$ cat src/rtl/hex_display_scanner_pkg.sv
// Shared constants and types for the hex display scanner: segment encodings,
// blanking literals and the per-slot scan state.
package hex_display_pkg;

  localparam int unsigned NUM_DIGITS = 4;

  localparam logic [6:0] SEG_BLANK = 7'h7F;
  localparam logic [3:0] AN_OFF    = 4'hF;

  typedef enum logic {
    ST_DRIVE = 1'b0,
    ST_GUARD = 1'b1
  } scan_state_t;

  // Active-low segments, bit6 = g .. bit0 = a; entry k is the glyph for hex digit k.
  localparam logic [15:0][6:0] SEG_CODES = {
    7'h0E, 7'h06, 7'h21, 7'h46,   // F E d C
    7'h03, 7'h08, 7'h10, 7'h00,   // b A 9 8
    7'h78, 7'h02, 7'h12, 7'h19,   // 7 6 5 4
    7'h30, 7'h24, 7'h79, 7'h40    // 3 2 1 0
  };

endpackage

$ cat src/rtl/hex_display_scanner_if.sv
// Load channel into the scanner: a 16-bit value plus per-digit decimal points
// offered over valid/ready.
interface hex_display_scanner_if;
  import hex_display_pkg::*;

  logic                  load_valid;
  logic                  load_ready;
  logic [15:0]           load_data;
  logic [NUM_DIGITS-1:0] dp_in;

  modport master (output load_valid, load_data, dp_in, input load_ready);
  modport slave  (input load_valid, load_data, dp_in, output load_ready);

endinterface

$ cat src/rtl/hex_display_scanner_hex7seg_lut.sv
// Combinational hex nibble to active-low 7-segment decode.
module hex7seg_lut
  import hex_display_pkg::*;
(
  input  logic [3:0] nib,
  output logic [6:0] seg
);

  always_comb seg = SEG_CODES[nib];

endmodule

$ cat src/rtl/hex_display_scanner.sv
// Time-multiplexed 4-digit common-anode 7-segment scanner with a one-deep
// pending load slot that is committed to the display only at frame boundaries.
module hex_display_scanner
  import hex_display_pkg::*;
#(
  parameter int unsigned DWELL    = 50000,
  parameter int unsigned GUARD    = 2,
  parameter int unsigned BLANK_LZ = 1
) (
  input  logic                 clk,
  input  logic                 reset,
  hex_display_scanner_if.slave load,
  input  logic                 disp_en,
  output logic [6:0]           seg,
  output logic                 dp_n,
  output logic [3:0]           an_n,
  output logic [1:0]           digit_idx,
  output logic                 frame_start
);

  localparam int unsigned   CW        = (DWELL > 1) ? $clog2(DWELL) : 1;
  localparam logic [CW-1:0] CNT_LAST  = CW'(DWELL - 1);
  localparam logic [CW-1:0] DRIVE_END = CW'(DWELL - GUARD);

  logic [CW-1:0]         cnt;
  logic [1:0]            idx;
  logic [15:0]           disp_data;
  logic [15:0]           pend_data;
  logic [NUM_DIGITS-1:0] disp_dp;
  logic [NUM_DIGITS-1:0] pend_dp;
  logic                  pend;
  logic                  slot_end;
  logic                  frame_end;
  logic                  xfer;
  logic                  blanked;
  logic [15:0]           upper;
  logic [3:0]            nib;
  logic [6:0]            seg_dec;
  scan_state_t           state;

  always_comb begin
    slot_end  = (cnt == CNT_LAST);
    frame_end = slot_end && (idx == 2'd3);
    xfer      = load.load_valid && !pend;
    state     = (cnt < DRIVE_END) ? ST_DRIVE : ST_GUARD;
    nib       = disp_data[{idx, 2'b00} +: 4];
    // A digit is a leading zero when it and every more-significant nibble are zero.
    upper     = disp_data >> {idx, 2'b00};
    blanked   = (BLANK_LZ != 0) && (idx != 2'd0) && (upper == '0);
  end

  assign load.load_ready = ~pend;

  hex7seg_lut u_lut (
    .nib (nib),
    .seg (seg_dec)
  );

  always_ff @(posedge clk) begin
    if (reset) begin
      cnt <= '0;
      idx <= '0;
    end else if (slot_end) begin
      cnt <= '0;
      idx <= idx + 2'd1;
    end else begin
      cnt <= cnt + 1'b1;
    end
  end

  // A load accepted on the boundary edge lands in pending only, so it waits a frame.
  always_ff @(posedge clk) begin
    if (reset) begin
      pend      <= 1'b0;
      pend_data <= '0;
      pend_dp   <= '0;
      disp_data <= '0;
      disp_dp   <= '0;
    end else begin
      if (frame_end && pend) begin
        disp_data <= pend_data;
        disp_dp   <= pend_dp;
        pend      <= 1'b0;
      end
      if (xfer) begin
        pend_data <= load.load_data;
        pend_dp   <= load.dp_in;
        pend      <= 1'b1;
      end
    end
  end

  always_ff @(posedge clk) begin
    if (reset) begin
      seg         <= SEG_BLANK;
      dp_n        <= 1'b1;
      an_n        <= AN_OFF;
      digit_idx   <= '0;
      frame_start <= 1'b0;
    end else begin
      digit_idx   <= idx;
      frame_start <= (cnt == '0) && (idx == 2'd0);
      if (state == ST_DRIVE) begin
        seg  <= seg_dec;
        dp_n <= ~disp_dp[idx];
        an_n <= (!disp_en || blanked) ? AN_OFF : ~(4'b0001 << idx);
      end else begin
        an_n <= AN_OFF;
      end
    end
  end

endmodule
$ cat src/flat_wrapper.sv
// flat-port wrapper written by rule: the top's interface ports become plain ports
module hex_display_scanner_flat import hex_display_pkg::*;
#(
  parameter int unsigned DWELL    = 50000,
  parameter int unsigned GUARD    = 2,
  parameter int unsigned BLANK_LZ = 1
)
  (clk, reset, disp_en, seg, dp_n, an_n, digit_idx, frame_start, load_load_valid, load_load_data, load_dp_in, load_load_ready);
  hex_display_scanner_if load_i ();
  input  logic clk;
  input  logic reset;
  input  logic disp_en;
  output logic [6:0] seg;
  output logic dp_n;
  output logic [3:0] an_n;
  output logic [1:0] digit_idx;
  output logic frame_start;
  input wire logic [$bits(load_i.load_valid)-1:0] load_load_valid;
  input wire logic [$bits(load_i.load_data)-1:0] load_load_data;
  input wire logic [$bits(load_i.dp_in)-1:0] load_dp_in;
  output wire logic [$bits(load_i.load_ready)-1:0] load_load_ready;
  assign load_i.load_valid = load_load_valid;
  assign load_i.load_data = load_load_data;
  assign load_i.dp_in = load_dp_in;
  assign load_load_ready = load_i.load_ready;
  hex_display_scanner #(.DWELL(DWELL), .GUARD(GUARD), .BLANK_LZ(BLANK_LZ)) u_core (.clk(clk), .reset(reset), .load(load_i), .disp_en(disp_en), .seg(seg), .dp_n(dp_n), .an_n(an_n), .digit_idx(digit_idx), .frame_start(frame_start));
endmodule
$ cat config.mk
export PLATFORM = sky130hd
export DESIGN_NAME = hex_display_scanner_flat
export DESIGN_NICKNAME = d
export VERILOG_FILES = /design/src/rtl/hex_display_scanner_pkg.sv /design/src/rtl/hex_display_scanner_if.sv /design/src/rtl/hex_display_scanner_hex7seg_lut.sv /design/src/rtl/hex_display_scanner.sv /design/src/flat_wrapper.sv
export SDC_FILE = /design/constraint.sdc
export NUM_CORES = 1
export LEC_CHECK = 0
export ABC_AREA = 1
export BUFFER_PORTS_ARGS = -buffer_cell sky130_fd_sc_hd__buf_2
export CORE_ASPECT_RATIO = 1.25
export CORE_MARGIN = 1
export CORE_UTILIZATION = 50
export DETAILED_ROUTE_END_ITERATION = 16
export GPL_TIMING_DRIVEN = 0
export PLACE_DENSITY_LB_ADDON = 0.2
export SETUP_SLACK_MARGIN = 0.4
export SYNTH_ARGS = -nofsm -noshare
export SYNTH_HDL_FRONTEND = slang
export SYNTH_SLANG_ARGS = --single-unit
export TNS_END_PERCENT = 10
$ cat constraint.sdc
create_clock -name clk -period 2.1 [get_ports clk]
set_input_delay 0.105 -clock clk [delete_from_list [all_inputs] [get_ports clk]]
set_output_delay 0.105 -clock clk [all_outputs]
set_load 0.01 [all_outputs]
### Yosys cells after proc, flatten, opt, wreduce, memory -nomap -nowiden

Memory sizes are Yosys's and may differ from the RTL's. A register that Yosys moved wholly into a read port is not among the register bits.
Cells that the tools add are included.

| cells by class | value |
|---|---|
| add/subtract/negate cells | 2 |
| magnitude comparators | 2 |
| eq/ne operators | 2 |
| shifts and indexed selects | 3 |
| muxes and demuxes | 4 |
| bitwise operators | 4 |
| reductions and logical operators | 15 |

Operators with widths:

| operator | count |
|---|---|
| zero test 16 bit | 2 |
| adder 16 x 1 -> 16 bit, second input constant | 1 |
| == test 16 bit, second input constant | 1 |
| less-than comparator 16 bit, second input constant | 1 |
| indexed part select 16 x 5 -> 4 bit | 1 |
| >> shifter 16 x 4 -> 16 bit | 1 |
| logical AND 1 bit | 5 |
| NOT 4 bit | 1 |
| nonzero test 2 bit | 2 |
| left shift 1 x 2 -> 4 bit, first input constant | 1 |
| less-than comparator 2 x 3 -> 1 bit, second input constant | 1 |
| 2-to-1 mux 1 bit | 3 |
| NOT 1 bit | 3 |
| OR reduction 3 bit | 1 |
| adder 2 x 1 -> 2 bit, second input constant | 1 |
| binary-select mux 1 bit (select 2 bit) | 1 |
| == test 2 bit, second input constant | 1 |
| zero test 1 bit | 2 |
| zero test 2 bit | 1 |
| OR reduction 2 bit | 1 |
| logical OR 1 bit | 1 |

| word-level totals | value |
|---|---|
| bits in registers | 67 |
| bits in read-only memories | 112 |
| logic and storage cells | 44 |
| memories | 1 |

Memories:

| memory | depth | width | read ports | clocked after Yosys merged registers in | wr ports | line | RTL |
|---|---|---|---|---|---|---|---|
| (name not given) | 16 | 7 | 1 | 1 | 0 | hex_display_scanner_hex7seg_lut.sv:9 | `always_comb seg = SEG_CODES[nib];` |

### Depth between registers and ports, before layout

Gate-level depths: netlist of run 1.

| logic depth | value |
|---|---|
| depth in word-level cells | 5 |
| mapped depth | 13 |
| gate-level depth less buffers | 12 |

### Cells and area by module

A second synthesis of run 1 with hierarchy kept.

| second synthesis, totals | value |
|---|---|
| cells, all modules | 522 |
| area, all modules | 3,622.2 um^2 |

By module, submodules not included:

| module | times used | cells each | area each (um^2) | sequential area each (um^2) |
|---|---|---|---|---|
| hex_display_scanner | 1 | 473 | 3,348.2 | 1,481.4 |
| hex7seg_lut | 1 | 49 | 274.0 | 0.0 |

### Least setup slack after synthesis of run 1

OpenSTA, ideal clock, no wires.

| timing path | value |
|---|---|
| path type | flip-flop to flip-flop |
| from | reg u_core.idx[1] |
| to | reg u_core.seg[6] |
| library setup time | 113 ps |
| arrival time | 1,547 ps |
| data required time | 1,987 ps |
| slack | 440 ps |
| stages on the path, launching flop included | 14 |
| clock period less this slack | 1,660 ps |
| path through | dfxtp_1 > buf_2 > inv_1 > buf_2 > nand3_1 > nand2_1 > inv_1 > ha_1 > nand3_1 > nand2_1 > nand2_1 > nand2_1 > nand2_1 > nand2_1 |

| between the ends | value |
|---|---|
| cells in the longest elaborated chain, start to end | 1 |

Ends and longest elaborated chain:

| element | line | RTL |
|---|---|---|
| start: declaration | hex_display_scanner.sv:26 | `logic [1:0] idx;` |
| start signal: assignment | hex_display_scanner.sv:65 | `idx <= idx + 2'd1;` |
| indexed part select 16 x 5 -> 4 bit | hex_display_scanner.sv:46 | `nib = disp_data[{idx, 2'b00} +: 4];` |
| end: declaration | hex_display_scanner.sv:14 | `output logic [6:0] seg,` |

Every way passes these cells.
A chain may end at the register's enable or synchronous reset.

### Worst setup path in the final report of run 1

| timing path | value |
|---|---|
| from | reg u_core.cnt[9] |
| to | reg u_core.dp_n |

| between the ends | value |
|---|---|
| cells in the longest elaborated chain, start to end | 1 |

Ends and longest elaborated chain:

| element | line | RTL |
|---|---|---|
| start: declaration | hex_display_scanner.sv:25 | `logic [CW-1:0] cnt;` |
| start signal: assignment | hex_display_scanner.sv:67 | `cnt <= cnt + 1'b1;` |
| less-than comparator 16 bit | hex_display_scanner.sv:45 | `state = (cnt < DRIVE_END) ? ST_DRIVE : ST_GUARD;` |
| end signal: assignment | hex_display_scanner.sv:105 | `dp_n <= ~disp_dp[idx];` |
| end: declaration | hex_display_scanner.sv:15 | `output logic dp_n,` |

Every way passes these cells.

==> results_dict.tcl, run 1 <==
set metrics [dict create \
    outcome "finished clean" \
    drt_iter0_drc 186 \
    crit_buf_inv 0 \
    total_power_mw 2.98 \
    cts.sinks 74 \
    final_common_cell "nand2_1" \
    end_kind "flip-flop" \
    maxSlewHeadroom_pct 68.5 \
    finalNetCount 655 \
    coreArea_um2 6930 \
    cts_tree "yes" \
    cp_slowest_cell "dfxtp_1" \
    vias_per_cell 4.92 \
    slew_violations 0 \
    wl_met3_um 380 \
    synth_nets 573 \
    wl_met1_mm 3.65 \
    synthCells 538 \
    avgRoutedWirePerCell_um 12.2 \
    clock_path_buffers 2 \
    crit_type "reg2reg" \
    fin_crit_ns 1.66 \
    routed_wl_mm 8.68 \
    crit_family "simple AND/OR/NAND/NOR gates" \
    ys_warn_count 0 \
    cts_made_buffers 9 \
    drc 0 \
    clk_latency_ns 0.35 \
    drt-pass1-iter-count 7 \
    port_buffers 39 \
    timing.critical_path.cells "nand2_1 -> nor2_1 -> nand2_1 -> nand2_2 -> nand2_1 -> nand3_1 -> nand3_1" \
    skew_ns 0.0110 \
    power.leakage_nw 2.15 \
    boundaryPins 40 \
    track_usage_pct 24.8 \
    synth_seq_cells 74 \
    maxCapViolCount 0 \
    dpl.hpwl_mm 5.76 \
    worstMarginPinSlew_ns 0.472 \
    min_path_type "in2reg" \
    die_w_um 77.8 \
    post-route-period-util_pct 79.2 \
    design_area_um2 4550 \
    critPathRequiredTime_ns 2.32 \
    vias 3512 \
    tns_ns 0 \
    die_area_um2 7530 \
    grt-ovfl-total 0 \
    syn_to_final_growth_pct 26.7 \
    ys_types 28 \
    rows 34 \
    final_antenna_net_count 0 \
    whs_ns 0.0983 \
    cts_root_buf "clkbuf_8" \
    place_congestion 0.863 \
    layout_common_cells "nand2_1, nor2_1, dfxtp_1, inv_1, nand3_1" \
    setup_viol 0 \
    start_kind "flip-flop" \
    placed_area_um2 3900 \
    seq_area_frac_synth_pct 41.3 \
    grt_max_degree 13 \
    grt_pass1_vias 3491 \
    slowest_delay_ns 0.44 \
    die_y_um 96.8 \
    wl_met2_mm 4.44 \
    drive_gt1_share_pct 17.0 \
    rsz0062_at_grt "true" \
    initial_core_util_pct 51.8 \
    synth_area_um2 3590 \
    max_freq_ghz 0.601 \
    antenna_found_initial 0 \
    grt_pass1_wl_mm 14.9 \
    cp.arrival_ns 1.88 \
    cp_common_cell "nand2_1" \
    path_clk_slew_ns 0.08 \
    finalHoldViolCount 0 \
    h-tree-depth 3 \
    cp_max_fo 10 \
    antenna_cells 0 \
    syn_area_per_cell_um2 6.67 \
    power_density_nw_per_um2 654 \
    ir_worst_vdd_v 0.000651 \
    routed.top_layer "met4" \
]
==> stage by stage <==
stage          cells  util (%)  setup WS (ns)
6_report         714      65.6          0.436
5_1_grt          714      65.6          0.277
4_1_cts          707      63.8          0.399
3_5_place_dp     667      56.2          0.138
3_3_place_gp     667      56.2          0.141
2_1_floorplan    538         -          0.440
==> final timing paths <==
kind,from,endpoint,slack [ns],cells after the start
setup / recovery,u_core.cnt[9],u_core.dp_n,0.44,7
hold / removal,disp_en,u_core.an_n[3],0.1,4
setup reg to reg,u_core.cnt[9],u_core.dp_n,0.44,7
hold reg to reg,u_core.cnt[0],u_core.cnt[0],0.47,1
==> cell usage after synthesis <==
library cell	n	area share (%)
a21oi_1	17	2.4
buf_2	5	0.70
buf_4	1	0.21
buf_6	3	0.94
clkbuf_1	9	0.94
clkinv_1	3	0.31
dfxtp_1	74	41
ha_1	11	3.8
inv_1	51	5.3
inv_2	4	0.42
nand2_1	144	15
nand2_2	4	0.70
nand3_1	53	7.4
nand3b_1	1	0.21
nand4_1	9	1.6
nand4_4	1	0.59
nor2_1	104	11
nor2_4	2	0.63
nor3_1	8	1.1
nor3_2	1	0.28
nor3b_1	1	0.21
nor4_1	1	0.17
o211ai_1	1	0.21
o21ai_0	24	3.3
o21ai_2	2	0.49
o21bai_1	1	0.21
or2_0	1	0.17
xor2_1	2	0.49
==> logic make-up (layout without fill, tap and decap cells) <==
| group | after synthesis | in the layout | synth area share (%) |
|---|---|---|---|
| AO/OA/AOI/OAI | 45 | 45 | 6.62 |
| XOR/XNOR | 2 | 2 | 0.488 |
| adder cells (fa/ha/maj) | 11 | 11 | 3.83 |
| buffers and inverters | 76 | 162 | 8.85 |
| flip-flops | 74 | 74 | 41.3 |
| AND/OR/NAND/NOR | 330 | 330 | 39.0 |
==> sequential cells by signal, summed over array words and instances (netlist names), 2 cells and up <==
name / cells
u_core.digit_idx: 2
u_core.pend_dp: 4
u_core.pend_data: 16
u_core.disp_data: 16
u_core.disp_dp: 4
u_core.idx: 2
u_core.an_n: 4
u_core.cnt: 16
u_core.seg: 7
==> what timing repair did <==
item | CTS | global route
pin swaps | 1 | 6
gates cloned | 0 | 0
buffers inserted | 3 | 7
hold buffers | 22 | 0
setup endpoints to repair | 23 | 44
endpoints found under the hold margin | 25 | 0
resized for setup | 15 | 22
==> power by group <==
part | internal, mW | leakage (nW) | switching, mW
clock | 0.813 | 0.118 | 0.514
sequential | 1.45 | 0.606 | 0.0261
combinational | 0.0842 | 1.43 | 0.0930
==> area by class of cell <==
type                    instances  area, µm²
multi-input cells             388       1870
clock buffers                  10        138
plain buffers                  18        130
inverters                      58        220
repair buffers                 71        490
fillers                       637       2380
clock inverters                 5        103
well taps                      90        113
flip-flops and latches         74       1490
==> worst reg2reg max path, stage by stage (launching register included) <==
cell     delay, ns
dfxtp_1       0.44
nand2_1       0.19
nor2_1        0.14
nand2_1       0.08
nand2_2       0.17
nand2_1       0.25
nand3_1       0.18
nand3_1       0.07
==> routing by layer <==
layer  vias to the layer above  GRT usage (%)
met5                         -              0
met4                         0           10.2
met3                        20           4.53
met2                        85           45.6
met1                      1553           27.5
li1                       1854              -
No activity file was read; power rests on OpenSTA's default activity.
==> inputs of run 2 (changes only) <==
==> constraint.sdc (replaced) <==
create_clock -name clk -period 1.57 [get_ports clk]
set_input_delay 0.0785 -clock clk [delete_from_list [all_inputs] [get_ports clk]]
set_output_delay 0.0785 -clock clk [all_outputs]
set_load 0.01 [all_outputs]
==> run 2 against run 1 <==
  * The flow now finishes with violations (negative setup slack)
  * Die area unchanged
  * Global-route usage increased by 1.2 points
  * Highest routed layer unchanged
  * Cell count increased by 2.8%
  * First-iteration DRC count increased by 5.4%
  * Count of clock-buffer cells in the layout increased by 1
  * Maximum frequency increased by 5.1%
  * Power increased by 33%
==> results_dict.tcl, run 2 (synthesized netlist as in run 1, its figures left out) <==
set metrics [dict create \
    cp.arrival_ns 1.83 \
    drt_iter0_drc 196 \
    min_path_type "in2reg" \
    cts_made_buffers 9 \
    vias_per_cell 5.02 \
    top_regs "u_core.cnt x16, u_core.disp_data x16, u_core.pend_data x16" \
    final_common_cell "nand2_1" \
    post-route-period-util_pct 101 \
    layout_common_cells "nand2_1, nor2_1, dfxtp_1, inv_1, buf_2" \
    clk_latency_ns 0.35 \
    drt-pass1-iter-count 5 \
    initial_core_util_pct 51.8 \
    antenna_cells 0 \
    grt_pass1_vias 3540 \
    r2r-start "u_core.idx[0]" \
    drive_gt1_share_pct 28.6 \
    grt_pass1_wl_mm 15.6 \
    setup_viol 2 \
    cts_root_buf "clkbuf_8" \
    port_buffers 39 \
    maxSlewHeadroom_pct 65.2 \
    place_congestion 0.860 \
    critPathLaunch "u_core.idx[0]" \
    clock_path_buffers 2 \
    final_antenna_net_count 0 \
    critPathRequiredTime_ns 1.82 \
    cts_tree "yes" \
    path_clk_slew_ns 0.08 \
    maxCapViolCount 0 \
    final-instance-count-excl-fill 734 \
    finalNetCount 675 \
    cts.sinks 74 \
    vias 3688 \
    p_int_mw 3.09 \
    power_density_nw_per_um2 783 \
    power.switching_mw 0.870 \
    place_ws_ns -0.0802 \
    ir_worst_vdd_v 0.000692 \
    avgRoutedWirePerCell_um 13.2 \
    dp_cells 667 \
    clkPwrFrac_pct 43.4 \
    die_y_um 96.8 \
    syn_to_final_growth_pct 40.7 \
    die_area_um2 7530 \
    max_freq_ghz 0.631 \
    cp_max_fo 5 \
    finalHoldViolCount 0 \
    design_area_um2 5050 \
    routed_wl_mm 9.66 \
    track_usage_pct 26.0 \
    rrSetupSlack_ns -0.01 \
    rows 34 \
    grt_max_degree 13 \
    antenna_found_initial 0 \
    skew_ns 0.00864 \
    grt-ovfl-total 0 \
    holdCritStartpoint "disp_en" \
    fin_crit_ns 1.58 \
    rsz0062_at_grt "true" \
    violations "negative setup slack" \
    coreArea_um2 6930 \
    die_w_um 77.8 \
    worstMarginPinSlew_ns 0.523 \
    end_kind "flip-flop" \
    dpl.hpwl_mm 5.84 \
    fin_ws_ns -0.0137 \
    crit_type "reg2reg" \
    power.leakage_nw 2.36 \
    p_comb_share_pct 6.6 \
    swShare_pct 22.0 \
    outcome "complete, but fails checks" \
    placed_area_um2 4010 \
    drc 0 \
    h-tree-depth 3 \
    seq_power_share_pct 50.0 \
    start_kind "flip-flop" \
    slew_violations 0 \
    boundaryPins 40 \
]
run 2: changes by cell type in the layout (fill, tap and decap cells not counted), sizes merged:
cell,before,now
nand4,10,11
buf,58,78
bufinv,3,2
run 2: stage by stage:
stage	power (mW)	utilization, %	TNS, ns	hold WS (ns)
floorplan	2.12	-	0	0.140
detailed placement	2.21	57.8	-1.37	0.305
finish	3.96	72.9	-0.0234	0.0698
CTS	3.97	69.1	0	0.0608
global route	4.10	72.9	-2.57	0.0751
global placement	2.20	57.8	-0.869	0.299
run 2: layout make-up:
cell class	instances	area [µm²]
Sequential cell	74	1500
Inverter	58	230
Tap cell	90	113
Clock inverter	4	72.6
Multi-Input combinational cell	389	2170
Buffer	18	155
Fill cell	550	1880
Timing Repair Buffer	90	646
Clock buffer	11	163
run 2: power groups by stage:
| stage | clock network, mW | logic [mW] | registers, mW |
|---|---|---|---|
| after global placement | 0 | 0.188 | 2.01 |
| after CTS | 1.75 | 0.253 | 1.97 |
| after detailed placement | 0 | 0.193 | 2.01 |
| after global routing | 1.82 | 0.295 | 1.98 |
| final | 1.72 | 0.262 | 1.98 |
| after floorplan | 0 | 0.112 | 2.01 |
run 2: worst paths after layout:
path,endpoint,cells after the start
setup / recovery,u_core.disp_dp[1],8
hold / removal,u_core.an_n[3],4
setup reg to reg,u_core.disp_dp[1],8
hold reg to reg,u_core.disp_data[0],2
run 2: timing repair:
item / 4_1_cts / 5_1_grt
setup endpoints to repair: 72 / 72
pin swaps: 16 / 21
setup buffers: 21 / 4
cloned: 5 / 0
gates resized for setup: 41 / 64
hold endpoints to repair: 25 / 0
hold buffers: 22 / 0
run 2: metal layers:
layer / global-route usage (%) / wire length [µm]
met1: 29.6 / 3820
met2: 46.2 / 5190
met3: 3.11 / 415
met4: 14.8 / 237
met5: 0 / 0
run 2: critical path: stages (launching register included):
cell	delay, ns
dfxtp_4	0.40
buf_4	0.14
ha_2	0.20
nand2_1	0.07
inv_2	0.11
nand4_4	0.18
buf_6	0.20
nor2_1	0.13
nor2_2	0.05
